**config.mk**
```make
export PLATFORM = sky130hd
export DESIGN_NAME = bcd_display_scanner_flat
export DESIGN_NICKNAME = d
export VERILOG_FILES = /design/src/rtl/bcd_display_scanner_pkg.sv /design/src/rtl/bcd_display_scanner_if.sv /design/src/rtl/bcd_display_scanner_bin2bcd_seq.sv /design/src/rtl/bcd_display_scanner.sv /design/src/flat_wrapper.sv
export SDC_FILE = /design/constraint.sdc
export NUM_CORES = 1
export LEC_CHECK = 0
export ABC_AREA = 0
export CAP_MARGIN = 5
export CORE_UTILIZATION = 50
export CTS_CLUSTER_SIZE = 8
export DETAILED_ROUTE_END_ITERATION = 16
export GPL_TIMING_DRIVEN = 0
export PLACE_DENSITY_LB_ADDON = 0.1
export SETUP_SLACK_MARGIN = 0.5
export SYNTH_ARGS = -nofsm -noshare
export SYNTH_HDL_FRONTEND = slang
export SYNTH_SLANG_ARGS = --single-unit
```
**constraint.sdc**
```tcl
create_clock -name clk -period 3.19 [get_ports clk]
set_input_delay 0.7975 -clock clk [delete_from_list [all_inputs] [get_ports clk]]
set_output_delay 0.7975 -clock clk [all_outputs]
set_load 0.05 [all_outputs]
```
**src/rtl/bcd_display_scanner_pkg.sv**
```systemverilog
// Shared types and constants for the BCD display scanner.
package bcd_display_scanner_pkg;

  // Conversion engine states.
  typedef enum logic [1:0] {
    StIdle,
    StConv,
    StCommit
  } conv_state_e;

  localparam int unsigned BCD_W    = 4;
  localparam int unsigned MAX_DISP = 9999;

  // Digit-index width; never narrower than one bit.
  function automatic int unsigned idx_width(input int unsigned digits);
    return (digits > 1) ? $clog2(digits) : 1;
  endfunction

  // Double-dabble correction: a nibble of 5 or more becomes >= 8 after +3,
  // so the following left shift carries into the next decade.
  function automatic logic [BCD_W-1:0] add3(input logic [BCD_W-1:0] nib);
    return (nib >= 4'd5) ? nib + 4'd3 : nib;
  endfunction

endpackage

```
**src/rtl/bcd_display_scanner_if.sv**
```systemverilog
// Load/status and multiplexed display bus for the BCD display scanner.
interface bcd_display_scanner_if #(
  parameter int unsigned BIN_W  = 14,
  parameter int unsigned DIGITS = 4
);
  logic              load;
  logic [BIN_W-1:0]  bin_in;
  logic              busy;
  logic              done;
  logic              overflow;
  logic              bcd_a;
  logic              bcd_b;
  logic              bcd_c;
  logic              bcd_d;
  logic [DIGITS-1:0] digit_en_n;

  // Requester side: issues loads and watches the display outputs.
  modport master (
    output load, bin_in,
    input  busy, done, overflow, bcd_a, bcd_b, bcd_c, bcd_d, digit_en_n
  );

  // Scanner side.
  modport slave (
    input  load, bin_in,
    output busy, done, overflow, bcd_a, bcd_b, bcd_c, bcd_d, digit_en_n
  );
endinterface

```
**src/rtl/bcd_display_scanner_bin2bcd_seq.sv**
```systemverilog
// Sequential binary-to-BCD converter (shift-add-3), one bit per clock.
module bin2bcd_seq
  import bcd_display_scanner_pkg::*;
#(
  parameter int unsigned BIN_W  = 14,
  parameter int unsigned DIGITS = 4
) (
  input  logic                      clk,
  input  logic                      rst,
  input  logic                      load_i,
  input  logic [BIN_W-1:0]          bin_i,
  output logic                      busy_o,
  output logic                      commit_o,
  output logic [DIGITS*BCD_W-1:0]   bcd_o,
  output logic                      done_o,
  output logic                      overflow_o
);

  localparam int unsigned BcdBits = DIGITS * BCD_W;
  localparam int unsigned CntW    = $clog2(BIN_W + 1);

  conv_state_e        state_q, state_d;
  logic [BcdBits-1:0] bcd_q, bcd_d;
  logic [BIN_W-1:0]   bin_q, bin_d;
  logic [CntW-1:0]    cnt_q, cnt_d;
  logic               ovf_q, ovf_d;
  logic               done_q, done_d;

  logic               over;
  logic [BIN_W-1:0]   operand;
  logic [BcdBits-1:0] adj;

  // Saturate inputs above the largest displayable value.
  always_comb begin
    over    = 32'(bin_i) > MAX_DISP;
    operand = over ? BIN_W'(MAX_DISP) : bin_i;
  end

  // Per-nibble +3 correction ahead of each shift.
  always_comb begin
    adj = '0;
    for (int i = 0; i < int'(DIGITS); i++) begin
      adj[i*BCD_W +: BCD_W] = add3(bcd_q[i*BCD_W +: BCD_W]);
    end
  end

  // FSM next state and datapath updates.
  always_comb begin
    state_d = state_q;
    bcd_d   = bcd_q;
    bin_d   = bin_q;
    cnt_d   = cnt_q;
    ovf_d   = ovf_q;
    done_d  = 1'b0;
    unique case (state_q)
      StIdle: begin
        if (load_i) begin
          bin_d   = operand;
          bcd_d   = '0;
          cnt_d   = '0;
          ovf_d   = over;
          state_d = StConv;
        end
      end
      StConv: begin
        {bcd_d, bin_d} = {adj, bin_q} << 1;
        cnt_d          = cnt_q + 1'b1;
        if (cnt_q == CntW'(BIN_W - 1)) begin
          state_d = StCommit;
        end
      end
      StCommit: begin
        state_d = StIdle;
        done_d  = 1'b1;
      end
      default: state_d = StIdle;
    endcase
  end

  // State and datapath registers.
  always_ff @(posedge clk or posedge rst) begin
    if (rst) begin
      state_q <= StIdle;
      bcd_q   <= '0;
      bin_q   <= '0;
      cnt_q   <= '0;
      ovf_q   <= 1'b0;
      done_q  <= 1'b0;
    end else begin
      state_q <= state_d;
      bcd_q   <= bcd_d;
      bin_q   <= bin_d;
      cnt_q   <= cnt_d;
      ovf_q   <= ovf_d;
      done_q  <= done_d;
    end
  end

  assign busy_o     = (state_q != StIdle);
  assign commit_o   = (state_q == StCommit);
  assign bcd_o      = bcd_q;
  assign done_o     = done_q;
  assign overflow_o = ovf_q;

endmodule

```
**src/rtl/bcd_display_scanner.sv**
```systemverilog
// Binary balance to 4-digit multiplexed BCD display driver with blanking.
module bcd_display_scanner
  import bcd_display_scanner_pkg::*;
#(
  parameter int unsigned BIN_W    = 14,
  parameter int unsigned DIGITS   = 4,
  parameter int unsigned SCAN_DIV = 50000
) (
  input logic                  clk,
  input logic                  rst,
  bcd_display_scanner_if.slave bus
);

  localparam int unsigned BcdBits = DIGITS * BCD_W;
  localparam int unsigned IdxW    = idx_width(DIGITS);
  localparam int unsigned PreW    = $clog2(SCAN_DIV);

  logic [BcdBits-1:0] conv_bcd;
  logic               conv_commit;

  logic [BcdBits-1:0] disp_q, disp_d;
  logic [PreW-1:0]    presc_q, presc_d;
  logic [IdxW-1:0]    idx_q, idx_d;
  logic [BCD_W-1:0]   bcd_out_q, bcd_out_d;
  logic [DIGITS-1:0]  en_q, en_d;
  logic               presc_tc;
  logic               upper_zero;

  bin2bcd_seq #(
    .BIN_W  (BIN_W),
    .DIGITS (DIGITS)
  ) u_conv (
    .clk        (clk),
    .rst        (rst),
    .load_i     (bus.load),
    .bin_i      (bus.bin_in),
    .busy_o     (bus.busy),
    .commit_o   (conv_commit),
    .bcd_o      (conv_bcd),
    .done_o     (bus.done),
    .overflow_o (bus.overflow)
  );

  // Display register only changes on commit, so partial results never show.
  always_comb begin
    disp_d = conv_commit ? conv_bcd : disp_q;
  end

  // Scan prescaler and digit index.
  always_comb begin
    presc_tc = (presc_q == PreW'(SCAN_DIV - 1));
    presc_d  = presc_tc ? '0 : presc_q + 1'b1;
    idx_d    = idx_q;
    if (presc_tc) begin
      idx_d = (idx_q == IdxW'(DIGITS - 1)) ? '0 : idx_q + 1'b1;
    end
  end

  // Output mux and leading-zero blanking, computed from next-state values so
  // the registered outputs move on the same edge as the index.
  always_comb begin
    upper_zero = 1'b1;
    for (int i = 0; i < int'(DIGITS); i++) begin
      if (i >= int'(idx_d) && disp_d[i*BCD_W +: BCD_W] != '0) begin
        upper_zero = 1'b0;
      end
    end
    bcd_out_d = disp_d[idx_d*BCD_W +: BCD_W];
    if (upper_zero && idx_d != '0) begin
      en_d = '1;
    end else begin
      en_d = ~(DIGITS'(1) << idx_d);
    end
  end

  // Display, scan and output registers.
  always_ff @(posedge clk or posedge rst) begin
    if (rst) begin
      disp_q    <= '0;
      presc_q   <= '0;
      idx_q     <= '0;
      bcd_out_q <= '0;
      en_q      <= ~DIGITS'(1);
    end else begin
      disp_q    <= disp_d;
      presc_q   <= presc_d;
      idx_q     <= idx_d;
      bcd_out_q <= bcd_out_d;
      en_q      <= en_d;
    end
  end

  assign {bus.bcd_a, bus.bcd_b, bus.bcd_c, bus.bcd_d} = bcd_out_q;
  assign bus.digit_en_n = en_q;

endmodule

```
**src/flat_wrapper.sv**
```systemverilog
// flat-port wrapper written by rule: the top's interface ports become plain ports
module bcd_display_scanner_flat import bcd_display_scanner_pkg::*;
#(
  parameter int unsigned BIN_W    = 14,
  parameter int unsigned DIGITS   = 4,
  parameter int unsigned SCAN_DIV = 50000
)
  (clk, rst, bus_load, bus_bin_in, bus_busy, bus_done, bus_overflow, bus_bcd_a, bus_bcd_b, bus_bcd_c, bus_bcd_d, bus_digit_en_n);
  bcd_display_scanner_if #(.BIN_W(BIN_W), .DIGITS(DIGITS)) bus_i ();
  input logic clk;
  input logic rst;
  input wire logic [$bits(bus_i.load)-1:0] bus_load;
  input wire logic [$bits(bus_i.bin_in)-1:0] bus_bin_in;
  output wire logic [$bits(bus_i.busy)-1:0] bus_busy;
  output wire logic [$bits(bus_i.done)-1:0] bus_done;
  output wire logic [$bits(bus_i.overflow)-1:0] bus_overflow;
  output wire logic [$bits(bus_i.bcd_a)-1:0] bus_bcd_a;
  output wire logic [$bits(bus_i.bcd_b)-1:0] bus_bcd_b;
  output wire logic [$bits(bus_i.bcd_c)-1:0] bus_bcd_c;
  output wire logic [$bits(bus_i.bcd_d)-1:0] bus_bcd_d;
  output wire logic [$bits(bus_i.digit_en_n)-1:0] bus_digit_en_n;
  assign bus_i.load = bus_load;
  assign bus_i.bin_in = bus_bin_in;
  assign bus_busy = bus_i.busy;
  assign bus_done = bus_i.done;
  assign bus_overflow = bus_i.overflow;
  assign bus_bcd_a = bus_i.bcd_a;
  assign bus_bcd_b = bus_i.bcd_b;
  assign bus_bcd_c = bus_i.bcd_c;
  assign bus_bcd_d = bus_i.bcd_d;
  assign bus_digit_en_n = bus_i.digit_en_n;
  bcd_display_scanner #(.BIN_W(BIN_W), .DIGITS(DIGITS), .SCAN_DIV(SCAN_DIV)) u_core (.clk(clk), .rst(rst), .bus(bus_i));
endmodule
```
After elaboration in Yosys (flattened, before gate mapping). Cells that the tools add are included.

Reduce and logical (&&, ||, !) cells: 15. Multiplexer cells: 24. Shift-type cells: 2. Magnitude comparators: 8. Equality and inequality tests: 7. Bitwise logic cells: 1. $add $sub $neg: 7.

Operators by type and width (number): 2-to-1 mux 16 bit (3); one-hot mux 16 bit (2 select lines) (1); 2-to-1 mux 14 bit (2); one-hot mux 14 bit (2 select lines) (1); 2-to-1 mux 4 bit (5); adder 16 x 1 -> 16 bit (second input constant) (1); == test 16 bit (second input constant) (1); >= comparator 4 x 3 -> 1 bit (second input constant) (4); nonzero test 4 bit (4); indexed part select 16 x 5 -> 4 bit (1); greater-than comparator 14 bit (second input constant) (1); adder 4 x 2 -> 4 bit (second input constant) (3); 2-to-1 mux 2 bit (4); one-hot mux 4 bit (2 select lines) (1); AND reduction 2 bit (3); nonzero test 2 bit (3); 2-to-1 mux 1 bit (5); adder 4 x 1 -> 4 bit (second input constant) (1); == test 2 bit (second input constant) (2); == test 4 bit (second input constant) (1); >= comparator 1 x 2 -> 1 bit (first input constant) (2); logical AND 1 bit (4); != test 2 bit (second input constant) (2); NOT 4 bit (1); other kinds (8) (8).

Input bits: 17. Bits in registers: 80. Logic and storage cells: 75. Output and inout bits: 11.

Depth between registers and ports, before layout.
Word-level depth: 11. Depth in mapped cells: 7. Mapped depth without buffers: 6.

Hierarchy. A second synthesis with hierarchy kept.

Cells, all modules: 368. Area, all modules: 4073.9 µm².

Modules (own cells, without submodules): bcd_display_scanner (area an instance 2053.2 µm², seq. area each 1054.8 µm², cells each 173, times used 1); bin2bcd_seq (area an instance 2020.7 µm², seq. area each 950.9 µm², cells each 195, times used 1).

Least setup slack after synthesis. Ideal clock, no wire load.

Path kind: flip-flop to flip-flop. Start point: register u_core.presc_q[11]. End point: register u_core.bcd_out_q[0]. Library setup time: 0.126 ns. Setup slack: 1.126 ns. Data required time: 3.064 ns. Data arrival time: 1.938 ns. Period minus slack after synthesis: 2.064 ns. Cell stages (with the launch flop): 6. Cells stage by stage: dfrtp_1 -> or4_4 -> nor4_4 -> mux2i_1 -> inv_2 -> mux2i_1.

Word-level cells in the longest chain between the ends: 3.

RTL lines: start: declaration (line bcd_display_scanner.sv:22) `logic [PreW-1:0] presc_q, presc_d;`; start signal: assignment (line bcd_display_scanner.sv:86) `presc_q <= presc_d;`; == test 16 bit (line bcd_display_scanner.sv:51) `presc_tc = (presc_q == PreW'(SCAN_DIV - 1));`; 2-to-1 mux 2 bit (line bcd_display_scanner.sv:54) `if (presc_tc) begin`; net u_core.idx_d[0] (line bcd_display_scanner.sv:23) `logic [IdxW-1:0] idx_q, idx_d;`; indexed part select 16 x 5 -> 4 bit (line bcd_display_scanner.sv:68) `bcd_out_d = disp_d[idx_d*BCD_W +: BCD_W];`; net u_core.bcd_out_d[0] (line bcd_display_scanner.sv:24) `logic [BCD_W-1:0] bcd_out_q, bcd_out_d;`; end signal: assignment (line bcd_display_scanner.sv:88) `bcd_out_q <= bcd_out_d;`; end: declaration (line bcd_display_scanner.sv:24).

The timed path passes the listed nets, and every way through them passes these cells. A chain may end at the register's enable or synchronous reset.

Worst setup path after layout.
Start point: register u_core.u_conv.state_q[1]. End point: output port bus_busy.

Word-level cells in the longest chain between the ends: 1.

RTL lines: start: declaration (line bcd_display_scanner_bin2bcd_seq.sv:22) `conv_state_e state_q, state_d;`; start signal: assignment (line bcd_display_scanner_bin2bcd_seq.sv:83) `state_q <= StIdle;`; start signal: assignment (line bcd_display_scanner_bin2bcd_seq.sv:90) `state_q <= state_d;`; nonzero test 2 bit (line bcd_display_scanner_bin2bcd_seq.sv:99) `assign busy_o = (state_q != StIdle);`; end: declaration (line flat_wrapper.sv:14) `output wire logic [$bits(bus_i.busy)-1:0] bus_busy;`.

No other way between the ends.

==> results_dict.tcl <==
set metrics [dict create \
    ir_drop_uv 366 \
    r2r.worst_path.cells 5 \
    dp_hpwl_mm 6.05 \
    worstMarginPinSlew_ns 0.831 \
    drt_iter0_drc 132 \
    finalSetupViolations 0 \
    status "completed" \
    nFillCells 705 \
    grt_pass1_wl_mm 14.6 \
    hold_end "u_core.presc_q[0]" \
    dieArea_sq_mm 0.00881 \
    whs_ns 0.455 \
    yosysWarnings 0 \
    numPortBuffers 27 \
    cp-end-kind "primary output" \
    reg2reg_slack_ns 0.81 \
    crit_arrival_ns 1.78 \
    cts.reportedPaths.clkPinSlew_ns 0.08 \
    min_from "u_core.presc_q[0]" \
    leakagePower_nw 2.14 \
    clockBufferDepth 2 \
    critical_path_required_ns 2.39 \
    fin_util 0.593 \
    cts_tree "yes" \
    drv_cap 0 \
    nets 448 \
    max_slew_margin 0.445 \
    startpoint_type "flip-flop" \
    skew_ns 0.0149 \
    yosysTopAreaCell "dfrtp_1" \
    firstDrtPassIters 4 \
    core_area_sq_mm 0.00818 \
    htree_levels 3 \
    syn_area_per_cell_sq_um 11.1 \
    r2r-start "u_core.presc_q[11]" \
    crit_fanout 6 \
    period_share 0.808 \
    synth_top_area_share 0.456 \
    cts_made_buffers 9 \
    ant_nets 0 \
    power_density_mw_per_mm2 781 \
    grt_max_degree 44 \
    antennaDiodeCount 0 \
    initial_core_util 0.516 \
    synth_area_sq_mm 0.00422 \
    ys_top_cells_by_area "dfrtp_1 46%, mux4_2 8.5%, mux2_2 5.3%" \
    synthCells 380 \
    globalRouteTotalUtil 0.218 \
    reg2reg_to "u_core.bcd_out_q[0]" \
    synth-edff-count 0 \
    drv_slew 0 \
    gp_congestion 0.801 \
    std_cell_rows 33 \
    wire_per_inst_um 16.0 \
    clock-sinks 80 \
    ys_ff_latch 80 \
    min_period_ns 2.58 \
    die_h_um 93.9 \
    drc 0 \
    synth.most_common_cell "dfrtp_1" \
    fmax_mhz 388 \
    path_class "flip-flop to primary output" \
    synth_flop_cell "dfrtp_1" \
    hold_violations 0 \
    synth_fp_nets 409 \
    drt-total-wl_mm 8.45 \
    synthArstFlopShare 1.00 \
    first_global_vias 3053 \
    cts_setup_buffers 0 \
    rsz0062_at_grt "no" \
    cts_root_buf "clkbuf_8" \
    worst_hold_path.num_cells 1 \
    vias_per_cell 5.86 \
    clock_latency_ns 0.35 \
    area_growth_pct 14.8 \
    io_pins 28 \
    dr_total_vias 3086 \
    overflow 0 \
    hp-class "flip-flop to flip-flop" \
    die_w_um 93.9 \
    antenna_found_initial 0 \
    yosysSeqAreaShare 0.475 \
    synth_cell_types 45 \
    synth_commonest_cells "77 x dfrtp_1, 31 x o21ai_0, 27 x nand2_1, 23 x nand3_1, 21 x nor2_1" \
    drive_gt1_frac 0.166 \
]
[metrics by stage]
stage               setup slack [ns]  total power [mW]  instance area [sq um]  setup TNS [ns]  cells
floorplan                       1.13              2.63                   4230               0    380
global placement             -0.0310              2.98                   4630          -0.123    512
detailed placement           -0.0518              3.05                   4650          -0.188    513
CTS                            0.600              3.81                   4850               0    527
global route                   0.553              4.05                   4850               0    527
finish                         0.613              3.78                   4850               0    527
[critical path, stage by stage (launching register included)]
cell             delay (ns)
dfrtp_1                0.43
or2_2                  0.30
clkdlybuf4s50_1        0.70
[registers in the layout, indices dropped and copies added, names as in the netlist]
signal                    cells
u_core.u_conv.done_o          1
u_core.idx_q                  2
u_core.u_conv.overflow_o      1
u_core.bus.digit_en_n         4
u_core.u_conv.bcd_o          16
u_core.u_conv.state_q         2
u_core.presc_q               16
u_core.u_conv.cnt_q           4
u_core.u_conv.bin_q          14
u_core.bcd_out_q              4
u_core.disp_q                16
[cells by family after synthesis]
logic type / count (synthesis) / synth area share
simple gates: 111 / 0.139
flops: 80 / 0.475
compound gates: 73 / 0.0999
mux: 52 / 0.180
buf+inv: 34 / 0.0338
xor+xnor: 18 / 0.0373
fa+ha+maj: 12 / 0.0356
[layer usage]
metal	GRT usage	wire (um)
met1	0.276	3840
met3	0.0421	234
met4	0.0821	142
met2	0.369	4230
met5	0	0
[worst max-delay path by stage]
stage,from,end,depth (start not counted)
final,u_core.u_conv.state_q[1],bus_busy,2
after detailed placement,bus_load,u_core.u_conv.bin_q[3],6
after CTS,u_core.u_conv.state_q[1],bus_busy,2
after global routing,u_core.u_conv.state_q[1],bus_busy,2
after global placement,bus_load,u_core.u_conv.bin_q[8],6
after floorplan,u_core.presc_q[11],u_core.bcd_out_q[0],5
[repair_timing]
action,CTS,global route
gates resized for setup,1,0
endpoints found under the setup margin,10,0
hold buffers,0,0
[power breakdown]
part / switching [mW] / internal [mW] / total [mW]
clock: 0.359 / 0.395 / 0.754
sequential: 0.295 / 1.32 / 1.62
combinational: 0.768 / 0.644 / 1.41
total: 1.42 / 2.36 / 3.78
[cell type report]
class / count / area (sq um) / share of cell area
well taps: 105 / 131 / 0.0271
multi-input cells: 266 / 2080 / 0.429
clock buffers: 11 / 151 / 0.0312
inverters: 16 / 63.8 / 0.0132
flip-flops and latches: 80 / 2010 / 0.414
repair buffers: 28 / 290 / 0.0599
plain buffers: 18 / 82.6 / 0.0170
clock inverters: 3 / 42.5 / 0.00878
[placed cells by master, fill, tap and decap left out, types with 3 or more instances in the layout]
cell	count
o21ai_0	31
buf_2	3
nand3_1	23
clkdlybuf4s50_1	27
xor2_1	11
dfstp_2	3
clkbuf_8	11
a21oi_1	18
a21o_1	4
o31ai_1	3
a22oi_1	8
nand4_1	5
ha_1	12
a31oi_1	5
nand2b_1	5
inv_1	13
nand2_1	27
nor2_1	21
clkbuf_1	13
or4_1	4
mux2_2	20
mux2i_1	15
xnor2_1	7
nor4_1	3
dfrtp_1	77
nor3_1	4
mux4_2	16
No activity file was read; power rests on OpenSTA's default activity.
